===== src/rtl/fifo_wr_arbiter.sv =====
// -----------------------------------------------------------------------------
// fifo_wr_arbiter
//
// Round-robin arbiter that lets NUM_REQ requesters take turns writing into a
// single FIFO write port. A requester holds the grant for at most MAX_BURST
// accepted beats, or until it drops req_valid. On release, the next owner is
// picked in the same cycle so back-to-back bursts have no idle cycle.
//
// Handshake: a beat moves from requester i to the FIFO in exactly the cycles
// where req_valid[i] && req_ready[i]. req_ready[i] is high only for the current
// owner while the FIFO is not full. Wr_enable is the FIFO-side image of the same
// event. A requester may drop req_valid at any time; this ends its grant.
//
// Ports
//   clk_write   : single clock, rising edge
//   rst         : asynchronous active-low reset
//   req_valid   : per-requester word valid (bit i = requester i)
//   req_data    : per-requester data, requester i at [i*DATA_WIDTH +: DATA_WIDTH]
//   req_ready   : per-requester accept, one-hot or zero
//   full_flag   : FIFO full
//   Wr_enable   : FIFO write strobe
//   data_in     : FIFO write data (zero while idle)
//   grant_id    : current owner index, zero while idle
//   busy        : high while a grant is held
//   xfer_count  : running count of accepted writes, wraps at 16 bits
//   state_dbg   : FSM state (0 = IDLE, 1 = GRANT)
// -----------------------------------------------------------------------------
module fifo_wr_arbiter #(
    parameter int DATA_WIDTH = 8,
    parameter int NUM_REQ    = 4,
    parameter int MAX_BURST  = 4
) (
    input  logic                          clk_write,
    input  logic                          rst,
    input  logic [NUM_REQ-1:0]            req_valid,
    input  logic [NUM_REQ*DATA_WIDTH-1:0] req_data,
    output logic [NUM_REQ-1:0]            req_ready,
    input  logic                          full_flag,
    output logic                          Wr_enable,
    output logic [DATA_WIDTH-1:0]         data_in,
    output logic [2:0]                    grant_id,
    output logic                          busy,
    output logic [15:0]                   xfer_count,
    output logic                          state_dbg
);

    typedef enum logic {
        IDLE  = 1'b0,
        GRANT = 1'b1
    } state_t;

    localparam logic [4:0] LAST_BEAT = 5'(MAX_BURST - 1);
    localparam logic [2:0] LAST_REQ  = 3'(NUM_REQ - 1);
    localparam logic [3:0] NUM_REQ_W = 4'(NUM_REQ);

    state_t     state;
    logic [2:0] owner;
    logic [2:0] rr_ptr;
    logic [4:0] beat_cnt;

    logic                  in_grant;
    logic                  owner_valid;
    logic [DATA_WIDTH-1:0] owner_data;
    logic [NUM_REQ-1:0]    owner_onehot;
    logic                  xfer;
    logic                  release_grant;
    logic [2:0]            next_ptr;
    logic [2:0]            arb_base;
    logic                  arb_found;
    logic [2:0]            arb_winner;

    assign in_grant = (state == GRANT);

    // Select the owner's valid bit, data slice and one-hot position.
    always_comb begin
        owner_valid  = 1'b0;
        owner_data   = '0;
        owner_onehot = '0;
        for (int i = 0; i < NUM_REQ; i++) begin
            if (owner == 3'(i)) begin
                owner_valid     = req_valid[i];
                owner_data      = req_data[i*DATA_WIDTH +: DATA_WIDTH];
                owner_onehot[i] = 1'b1;
            end
        end
    end

    assign xfer          = in_grant & owner_valid & ~full_flag;
    // A stalled owner (full_flag high) keeps its grant; only a completed last
    // beat or a dropped valid ends the burst.
    assign release_grant = in_grant & (~owner_valid | (xfer & (beat_cnt == LAST_BEAT)));
    assign next_ptr      = (owner == LAST_REQ) ? 3'd0 : owner + 3'd1;

    // When releasing, search starts just past the releasing owner so it can
    // only win again if nobody else is asking.
    assign arb_base = in_grant ? next_ptr : rr_ptr;

    // Circular first-set search: rotate req_valid so arb_base lands at bit 0,
    // take the lowest set bit, then rotate the index back.
    always_comb begin
        logic [2*NUM_REQ-1:0] dbl;
        logic [NUM_REQ-1:0]   rotated;
        logic [2:0]           pos;
        logic [3:0]           sum;
        dbl     = {req_valid, req_valid} >> arb_base;
        rotated = dbl[NUM_REQ-1:0];
        pos     = 3'd0;
        for (int j = NUM_REQ - 1; j >= 0; j--) begin
            if (rotated[j]) begin
                pos = 3'(j);
            end
        end
        sum = {1'b0, arb_base} + {1'b0, pos};
        if (sum >= NUM_REQ_W) begin
            sum = sum - NUM_REQ_W;
        end
        arb_found  = |req_valid;
        arb_winner = sum[2:0];
    end

    always_ff @(posedge clk_write or negedge rst) begin
        if (!rst) begin
            state      <= IDLE;
            owner      <= 3'd0;
            beat_cnt   <= 5'd0;
            rr_ptr     <= 3'd0;
            xfer_count <= 16'd0;
        end else begin
            if (xfer) begin
                xfer_count <= xfer_count + 16'd1;
            end
            case (state)
                IDLE: begin
                    if (arb_found) begin
                        owner    <= arb_winner;
                        beat_cnt <= 5'd0;
                        state    <= GRANT;
                    end
                end
                GRANT: begin
                    if (release_grant) begin
                        rr_ptr   <= next_ptr;
                        beat_cnt <= 5'd0;
                        if (arb_found) begin
                            owner <= arb_winner;
                        end else begin
                            state <= IDLE;
                        end
                    end else if (xfer) begin
                        beat_cnt <= beat_cnt + 5'd1;
                    end
                end
                default: begin
                    state <= IDLE;
                end
            endcase
        end
    end

    assign Wr_enable = xfer;
    assign data_in   = in_grant ? owner_data : '0;
    assign req_ready = (in_grant && !full_flag) ? owner_onehot : '0;
    assign grant_id  = in_grant ? owner : 3'd0;
    assign busy      = in_grant;
    assign state_dbg = in_grant;

endmodule


===== config.mk =====
export PLATFORM = sky130hd
export DESIGN_NAME = fifo_wr_arbiter
export DESIGN_NICKNAME = d
export VERILOG_FILES = /design/src/rtl/fifo_wr_arbiter.sv
export SDC_FILE = /design/constraint.sdc
export NUM_CORES = 1
export LEC_CHECK = 0
export BUFFER_PORTS_ARGS = -buffer_cell sky130_fd_sc_hd__buf_2
export CORE_MARGIN = 2
export CORE_UTILIZATION = 25
export DETAILED_ROUTE_END_ITERATION = 6
export SLEW_MARGIN = 20
export SYNTH_ARGS = -nofsm -noshare
export SYNTH_HDL_FRONTEND = slang
export SYNTH_SLANG_ARGS = --single-unit

===== constraint.sdc =====
create_clock -name clk_write -period 8.1 [get_ports clk_write]
set_clock_uncertainty 0.05 [all_clocks]
set_input_delay 0.81 -clock clk_write [delete_from_list [all_inputs] [get_ports clk_write]]
set_output_delay 0.81 -clock clk_write [all_outputs]
set_load 0.005 [all_outputs]

# ---- Word level (Yosys, flattened, before mapping)
# Cells that the tools add are included.
dict set report classes {
  n_eq_ne 7
  div_mod_pow 0
  reduce_logical 6
  n_shift 1
  multipliers 0
  bitwise 8
  muxes 32
  order_cmp 1
  addsub 5
}
# cell n
set ops {}
lappend ops {{8-bit two-way mux} 5}
lappend ops {{3-bit two-way mux} 9}
lappend ops {{16-bit by 1-bit adder with 16-bit output, second input constant} 1}
lappend ops {{5-bit two-way mux} 3}
lappend ops {{1-bit two-way mux} 10}
lappend ops {{5-bit one-hot mux with 2 select lines} 1}
lappend ops {{8-bit by 3-bit >> shifter with 4-bit output} 1}
lappend ops {{3-bit by 2-bit equality test with 1-bit output, second input constant} 2}
lappend ops {{3-bit one-hot mux with 2 select lines} 1}
lappend ops {{5-bit by 1-bit adder with 5-bit output, second input constant} 1}
lappend ops {{5-bit by 2-bit equality test with 1-bit output, second input constant} 1}
lappend ops {{3-bit by 3-bit adder with 4-bit output} 1}
lappend ops {{1-bit bitwise AND} 4}
lappend ops {{4-bit by 3-bit greater-or-equal comparator with 1-bit output, second input constant} 1}
lappend ops {{4-bit two-way mux} 1}
lappend ops {{2-bit AND reduction} 2}
lappend ops {{4-bit OR reduction} 1}
lappend ops {{3-bit by 1-bit adder with 3-bit output, second input constant} 1}
lappend ops {{3-bit by 1-bit equality test with 1-bit output, second input constant} 1}
lappend ops {{3-bit logical NOT} 1}
lappend ops {{3-bit by 1-bit != test with 1-bit output, second input constant} 1}
lappend ops {{1-bit inverter} 3}
lappend ops {{3-bit subtractor, second input constant} 1}
lappend ops {{2-bit two-way mux} 1}
lappend ops {{other kinds (6)} 6}
dict set report totals {
  regBits 28
  elab_cells 65
  latch_bits 0
  input_bits 39
  ram_bits 0
  n_memories 0
  output_inout_bits 34
  romBits 0
}

# ---- Longest topological paths before layout
# Gate-level depths: netlist of run 1.
dict set report depth {
  ltp_word 14
  mapped_depth 13
  depth_no_buf 13
}

# ---- Worst setup path before layout of run 1
# OpenSTA, ideal clock, no wires.
dict set report synth_timing {
  kind {reg2reg}
  from {reg owner[0]}
  to {reg owner[2]}
  slack_ps 5283
  required_ps 7986
  arrival_ps 2702
  stages_incl_launch_ff 13
  setup_ps 64
  synth_period_minus_slack_ps 2817
  cell_sequence {dfrtp_1 ha_1 nor2b_1 o31ai_4 mux2i_1 o22ai_1 nand2b_1 a21oi_1 ha_1 inv_1 fa_1 nor3_1 mux2_2}
}
dict set report synth_between {
  elab_chain_len 14
  word_cells_on_any_way 30
  cone_classes {add/sub (3); order compare (1); eq/ne (4); shift (1); mux (14); bitwise (6); reduce/logical (1)}
}
# element line_no
set synth_lines {}
lappend synth_lines {{from (decl)} 57} ;# logic [2:0] owner;
lappend synth_lines {{from (signal assigned)} 135} ;# owner <= arb_winner;
lappend synth_lines {{from (signal assigned)} 145} ;# owner <= arb_winner;
lappend synth_lines {{3-bit by 1-bit adder with 3-bit output / 3-bit by 2-bit equality test with 1-bit output (equally long branches)} {92, 80}}
lappend synth_lines {{3-bit two-way mux} 92} ;# assign next_ptr = (owner == LAST_REQ) ? 3'd0 : owner + 3'd1;
lappend synth_lines {{3-bit two-way mux} 96} ;# assign arb_base = in_grant ? next_ptr : rr_ptr;
lappend synth_lines {{8-bit by 3-bit >> shifter with 4-bit output} 105} ;# dbl = {req_valid, req_valid} >> arb_base;
lappend synth_lines {{2-bit two-way mux} 109} ;# if (rotated[j]) begin
lappend synth_lines {{3-bit two-way mux (3 in a row)} 109}
lappend synth_lines {{3-bit by 3-bit adder with 4-bit output} 113} ;# sum = {1'b0, arb_base} + {1'b0, pos};
lappend synth_lines {{4-bit by 3-bit greater-or-equal comparator with 1-bit output / 3-bit subtractor (equally long branches)} {114, 115}}
lappend synth_lines {{3-bit two-way mux} 114} ;# if (sum >= NUM_REQ_W) begin
lappend synth_lines {{3-bit two-way mux} {134, 144}}
lappend synth_lines {{3-bit two-way mux} 141} ;# if (release_grant) begin
lappend synth_lines {{3-bit one-hot mux with 2 select lines} 132} ;# case (state)
# Parallel ways exist; a longest one is shown, timed or not. The select of a mux whose other input is x is not followed.
# A chain may end at the register's enable or synchronous reset.

# ---- Worst setup path after layout of run 1
dict set report layout_timing {
  from {reg owner[0]}
  to {out Wr_enable}
}
dict set report layout_between {
  elab_chain_len 7
  word_cells_on_any_way 10
  cone_classes {eq/ne (3); mux (4); bitwise (2); reduce/logical (1)}
}
# element line_no
set layout_lines {}
lappend layout_lines {{3-bit logical NOT} 80} ;# if (owner == 3'(i)) begin
lappend layout_lines {{1-bit two-way mux (3 in a row)} 80}
lappend layout_lines {{1-bit two-way mux (*)} 80}
lappend layout_lines {{1-bit bitwise AND (*) (2 in a row)} 88} ;# assign xfer = in_grant & owner_valid & ~full_flag;
lappend layout_lines {{to (decl)} 39} ;# output logic Wr_enable,
# Mark *: on every way between the ends. The rest lies on a longest branch, timed or not.

==> flow_metrics.env, run 1 <==
export IMPL_hold_depth=1
export IMPL_worstMarginPinSlew_ps=733
export IMPL_slew_limit_headroom_pct=51.0
export IMPL_synth_area_um2=2070
export IMPL_areaGrowthSynthToFinish_pct=23.1
export IMPL_setup_tns_ps=0
export IMPL_fp_dieH_um=94.9
export IMPL_grt_usage_pct=10.4
export IMPL_power_w=0.000808
export IMPL_hold_path_class="flip-flop to flip-flop"
export IMPL_grt_pass1_wl_um=7640
export IMPL_post_cts_buffers=0
export IMPL_whs_ps=421
export IMPL_die_w_um=94.9
export IMPL_fmax_mhz=292
export IMPL_port_buffer_count=72
export IMPL_cts_buffers=3
export IMPL_peakVddDrop_mv=0.133
export IMPL_hold_buffers=0
export IMPL_p_leak_nw=1.29
export IMPL_insertion_delay_ps=270
export IMPL_core_um2=8130
export IMPL_rows=33
export IMPL_grt_antenna_before_repair=0
export IMPL_reg2reg_depth=12
export IMPL_drc=0
export IMPL_finalMaxSlewViolations=0
export IMPL_synth_ff_type="dfrtp_1"
export IMPL_yosysSeqAreaShare_pct=33.9
export IMPL_wirelength_um=4700
export IMPL_nNetsFinal=327
export IMPL_path_cells="ha_1, nor2b_1, a21oi_4, nor3_4, buf_2"
export IMPL_syn_inst=211
export IMPL_place_gp_congestion=0.853
export IMPL_worst_slack_ps=4670
export IMPL_ys_types=53
export IMPL_startpoint_type="flip-flop"
export IMPL_finalSetupViolCount=0
export IMPL_path_delay_family="simple AND/OR/NAND/NOR gates"
export IMPL_fin_crit_sh_pct=42.3
export IMPL_cts_path_max_buffers=2
export IMPL_yosys_warnings=0
export IMPL_regArea_um2=701
export IMPL_drv_cap=0
export IMPL_hpwl_um=3590
export IMPL_ys_ff_latch=28
export IMPL_postRouteAntennaNets=0
export IMPL_htreeDepth=1
export IMPL_syn_nets=259
export IMPL_rsz0062_at_grt="no"
export IMPL_clock_sinks=28
export IMPL_worstPathMaxFanout=11
export IMPL_synth_area_per_cell_um2=9.80
export IMPL_vias=1729
export IMPL_grt_ovfl_total=0
export IMPL_n_antenna_cell=0
export IMPL_initial_core_util_pct=25.4
export IMPL_power_density_nw_per_um2=318
export IMPL_die_area_um2=9010
export IMPL_arrival_ps=2570
export IMPL_drtIter0Drc=45
export IMPL_multi_input_area_um2=1270
export IMPL_synth_async_sr_flop_share_pct=100
export IMPL_cts_tree="built"
export IMPL_first_pass_iters=4
export IMPL_fin_crit_ps=3430
export IMPL_avgViaCountPerCell=4.51
export IMPL_critPathCaptureType="output port"
export IMPL_dpl_worst_slack_ps=4740
export IMPL_wire_per_inst_um=12.3
export IMPL_cp_num_cells=5
export IMPL_status="finished clean"
export IMPL_grt_pass1_vias=1688
export IMPL_critical_path_class="flip-flop to output port"
export IMPL_grt_max_degree=29
export IMPL_io_pins=73
export IMPL_path_buf_inv=1
export IMPL_placed_area_um2=2490
export IMPL_synth_edf_count=0
export IMPL_clk_pin_slew_ps=100
export IMPL_critPathRequiredTime_ps=7240
export IMPL_drive_gt1_share_pct=38.1
export IMPL_nFillCells=852
export IMPL_cts_resized=0
export IMPL_cts_root_buf="clkbuf_8"
export IMPL_cpPeakStageDelay_ps=630
export IMPL_fin_area_um2=2540
export IMPL_slowest_stage="nor2b_1"
export IMPL_timing_final_hold_violations=0
==> registers in the layout (all words and copies together) (netlist names) <==
register,cells
beat_cnt,5
busy,1
owner,3
rr_ptr,3
xfer_count,16
==> synth_stat cells (all sizes together), types with 3 or more instances <==
library cell	number	share of area [%]
a21oi	13	3.7
a221oi	8	3.4
and2	7	2.2
and3	3	1.0
buf	5	1.7
clkbuf	4	1.7
dfrtp	28	34
ha	8	4.8
inv	8	1.5
mux2	6	3.3
mux2i	8	4.5
nand2	12	2.2
nand2b	7	3.2
nand3	3	1.3
nand4	4	1.9
nor2	27	5.1
nor2b	11	3.3
nor3	11	3.5
o22ai	3	0.91
xnor2	8	4.5
xor2	11	4.7
==> worst paths after layout <==
check	slack [ps]	endpoint	from
max	4670	Wr_enable	owner[0]
min	420	xfer_count[15]	xfer_count[15]
max reg2reg	4690	owner[2]	owner[0]
min reg2reg	420	xfer_count[15]	xfer_count[15]
max in group asynchronous	7070	beat_cnt[1]	rst
min in group asynchronous	510	xfer_count[14]	rst
==> stage by stage <==
stage,utilization [%],std cells
6_report,31.3,383
3_3_place_gp,30.6,379
5_1_grt,31.3,383
2_1_floorplan,-,211
4_1_cts,31.3,383
3_5_place_dp,30.6,379
==> per-layer routing <==
metal  share of wire, %  vias to the layer above  global-route usage [%]
met5                  0                        -                       0
met4                1.0                        0                    2.42
met3                7.7                        4                    1.52
met2                 44                       67                    17.9
met1                 48                      787                    13.7
li1                   -                      871                       -
==> layout by cell type (no fill, tap or decap), types with 3 or more instances in the layout <==
master / count
xor2_1: 11
a21oi_1: 12
xnor2_2: 3
nand2b_4: 3
nor3_1: 9
and2_1: 6
clkbuf_8: 4
nand2_1: 12
ha_1: 8
mux2_2: 6
nor2_1: 25
mux2i_1: 7
nand4_1: 3
o22ai_1: 3
buf_2: 72
inv_1: 7
a221oi_1: 8
nand2b_1: 4
dfrtp_1: 28
nor2b_1: 11
xnor2_1: 5
==> kinds of logic (layout without fill, tap and decap cells) <==
kind of cell / after synthesis / count (layout) / share of synthesized area (%)
and+or+nand+nor: 90 / 90 / 25.9
AOI/OAI and AO/OA: 34 / 34 / 12.7
DFF: 28 / 28 / 33.9
xor gates and xnor gates: 19 / 19 / 9.14
buffers and inverters: 17 / 84 / 4.84
muxes: 14 / 14 / 7.75
adders and majority gates: 9 / 9 / 5.81
==> power by group <==
part	leakage (nW)	internal, W	switching, W	total (W)
clock network	0.0288	0.0000435	0.0000441	0.0000876
logic	0.897	0.000241	0.000276	0.000517
registers	0.363	0.000169	0.0000346	0.000203
total	1.29	0.000453	0.000355	0.000808
==> area by class of cell <==
class                      count  share of cell area (%)
inverter                       8                    1.18
clock buffer                   4                    2.16
timing repair buffer          72                    14.2
tap                          105                    5.16
sequential                    28                    27.5
multi-input combinational    166                    49.8
No activity file was read; power rests on OpenSTA's default activity.
==> run 2, diff against run 1 <==
ABC_AREA = 1   (was default)
clock period = 2.8 ns   (was 8.1 ns; I/O delays follow)
==> run 2 against run 1 <==
Against the previous run: non-clock buffer count up 6; clock power rose to 3.7 times the previous value; flip-flop and latch count unchanged; count of clock-buffer cells in the layout down 1; critical path depth up 11; sequential share of layout area down 1.9 points; largest cell class unchanged; largest power group unchanged.
==> flow_metrics.env, run 2 <==
export IMPL_status="finished clean"
export IMPL_avgViaCountPerCell=4.69
export IMPL_reg_top3="xfer_count: 16 flops, beat_cnt: 5 flops"
export IMPL_yosysTopAreaCell="dfrtp_1"
export IMPL_swShare_pct=48.6
export IMPL_timing_final_hold_violations=0
export IMPL_hold_depth=3
export IMPL_critPathRequiredTime_ps=2950
export IMPL_synth_ff_type="dfrtp_1"
export IMPL_setup_tns_ps=0
export IMPL_min_from="req_valid[1]"
export IMPL_initial_core_util_pct=25.5
export IMPL_port_buffer_count=72
export IMPL_grt_max_degree=29
export IMPL_yosys_warnings=0
export IMPL_cts_tree="built"
export IMPL_rrSetupSlack_ps=230
export IMPL_fmax_mhz=390
export IMPL_internal_power_w=0.00135
export IMPL_synth_edf_count=0
export IMPL_startpoint_type="flip-flop"
export IMPL_fp_dieH_um=97.6
export IMPL_fin_crit_sh_pct=91.6
export IMPL_nFillCells=925
export IMPL_grt_pass1_wl_um=9890
export IMPL_synth_mux_area_share_pct=0
export IMPL_worst_slack_ps=234
export IMPL_grt_ovfl_total=0
export IMPL_cts_buffers=3
export IMPL_grt_antenna_before_repair=0
export IMPL_critPathCaptureType="flip-flop"
export IMPL_syn_nets=358
export IMPL_yosysTopAreaCellShare_pct=32.0
export IMPL_power_switching_w=0.00128
export IMPL_synth_simple_area_share_pct=35.4
export IMPL_postRouteAntennaNets=0
export IMPL_worstPathMaxFanout=7
export IMPL_slew_limit_headroom_pct=57.8
export IMPL_final_cell_mix="buf_2 (72), nand2_1 (70), nand3_1 (45)"
export IMPL_cts_path_max_buffers=2
export IMPL_synthTopCellsByArea="dfrtp_1 (32%), nand2_1 (12%), nand3_1 (10%)"
export IMPL_die_w_um=97.6
export IMPL_finalMaxSlewViolations=0
export IMPL_clk_pin_slew_ps=100
export IMPL_startpoint="owner[0]"
export IMPL_n_antenna_cell=0
export IMPL_power_density_nw_per_um2=957
export IMPL_synth_compound_area_share_pct=10.5
export IMPL_synth_area_um2=2190
export IMPL_clock_sinks=28
export IMPL_finalSetupViolCount=0
export IMPL_vias=2298
export IMPL_arrival_ps=2710
export IMPL_power_frac_comb_pct=63.1
export IMPL_synth_area_per_cell_um2=7.06
export IMPL_reg2reg_depth=16
export IMPL_final_common_cell="buf_2"
export IMPL_ys_types=30
export IMPL_wirelength_um=5780
export IMPL_worstMarginPinSlew_ps=632
export IMPL_drtIter0Drc=82
export IMPL_drive_gt1_share_pct=25.1
export IMPL_drv_cap=0
export IMPL_synth_xor_xnor_area_share_pct=7.20
export IMPL_htreeDepth=1
export IMPL_reg2reg_from="owner[0]"
export IMPL_cts_root_buf="clkbuf_8"
export IMPL_rows=34
export IMPL_fin_crit_ps=2570
export IMPL_io_pins=73
export IMPL_wire_per_inst_um=11.8
export IMPL_largest_register_ffs=16
export IMPL_peakVddDrop_mv=0.365
export IMPL_p_leak_nw=1.40
export IMPL_yosysSeqAreaShare_pct=32.0
export IMPL_grt_pass1_vias=2154
export IMPL_rsz0062_at_grt="no"
export IMPL_seq_power_share_pct=24.5
export IMPL_core_um2=8590
export IMPL_place_gp_congestion=0.869
export IMPL_nNetsFinal=431
export IMPL_regMostFlops="xfer_count"
export IMPL_synth_top_family_by_area="simple AND/OR/NAND/NOR gates"
export IMPL_die_area_um2=9520
export IMPL_critical_path_class="flip-flop to flip-flop"
export IMPL_synthAdderAreaFrac_pct=5.49
export IMPL_hold_path_class="primary input to flip-flop"
export IMPL_first_pass_iters=4
export IMPL_grt_usage_pct=12.3
export IMPL_hpwl_um=4650
export IMPL_synth_async_sr_flop_share_pct=100
export IMPL_ys_ff_latch=28
export IMPL_synth_most_common_cell="nand2_1"
export IMPL_clockPowerShare_pct=12.4
export IMPL_dpl_worst_slack_ps=143
export IMPL_areaGrowthSynthToFinish_pct=25.5
export IMPL_syn_inst=310
export IMPL_insertion_delay_ps=280
export IMPL_drc=0
export IMPL_synthTopCellsByCount="nand2_1 (70), nand3_1 (45), inv_1 (34), dfrtp_1 (28), o21ai_0 (24)"
==> run 2: path summary, 6_finish.rpt <==
kind / endpoint
min in group asynchronous: xfer_count[12]
max: owner[2]
min: busy
max in group asynchronous: owner[0]
max reg2reg: owner[2]
min reg2reg: rr_ptr[2]
==> run 2: per-stage QoR <==
stage | std cells | hold WS, ps | power [W] | cell area [µm²] | util, %
finish | 490 | 244 | 0.00263 | 2750 | 32.0
global route | 490 | 262 | 0.00294 | 2750 | 32.0
CTS | 488 | 232 | 0.00262 | 2720 | 31.6
detailed placement | 483 | 299 | 0.00228 | 2640 | 30.7
global placement | 483 | 297 | 0.00226 | 2640 | 30.7
floorplan | 310 | -65.6 | 0.00179 | 2190 | -
==> run 2: kinds of logic after synthesis <==
logic type                 count (synthesis)
buffers and inverters                     46
DFF                                       28
adders and majority gates                  9
xor gates and xnor gates                  18
AOI/OAI and AO/OA                         45
and+or+nand+nor                          164
==> run 2: timing repair <==
action | in CTS | in global routing
setup buffers | 0 | 2
hold buffers | 1 | 0
setup endpoints to repair | 0 | 3
endpoints found under the hold margin | 28 | 0
resized for setup | 0 | 5
==> run 2: power groups by stage <==
stage	sequential, W	combinational, W	clock (W)
final	0.000645	0.00166	0.000325
after global placement	0.000641	0.00162	0
after CTS	0.000639	0.00164	0.000333
after global routing	0.000665	0.00193	0.000346
after detailed placement	0.000644	0.00164	0
after floorplan	0.000622	0.00117	0
==> run 2: routing by layer <==
layer / vias to the layer above / wire length (µm) / GRT usage, %
met3: 10 / 454 / 2.30
li1: 1162 / - / -
met5: - / 0 / 0
met1: 1021 / 2610 / 16.1
met2: 105 / 2620 / 21.2
met4: 0 / 91 / 2.24
==> run 2: critical path, stage by stage (launching register included) <==
cell and delay (ps):
dfrtp_2 460, ha_1 250, nand2_1 130, nand3_4 120
nand2_4 120, nand2_1 80, nand2_1 70, nand2_1 60
nand2_1 80, nand2_1 50, a21oi_1 120, ha_1 180
inv_1 50, fa_1 350, nor2_1 110, nand2_1 50
o21ai_0 160
==> run 2: cell type report <==
class / count / area [µm²] / area share [%]
multi-input combinational: 236 / 1290 / 46.9
sequential: 28 / 703 / 25.6
timing repair buffer: 78 / 408 / 14.9
inverter: 36 / 140 / 5.10
tap: 108 / 135 / 4.92
clock buffer: 3 / 41.3 / 1.50
clock inverter: 1 / 30.0 / 1.09
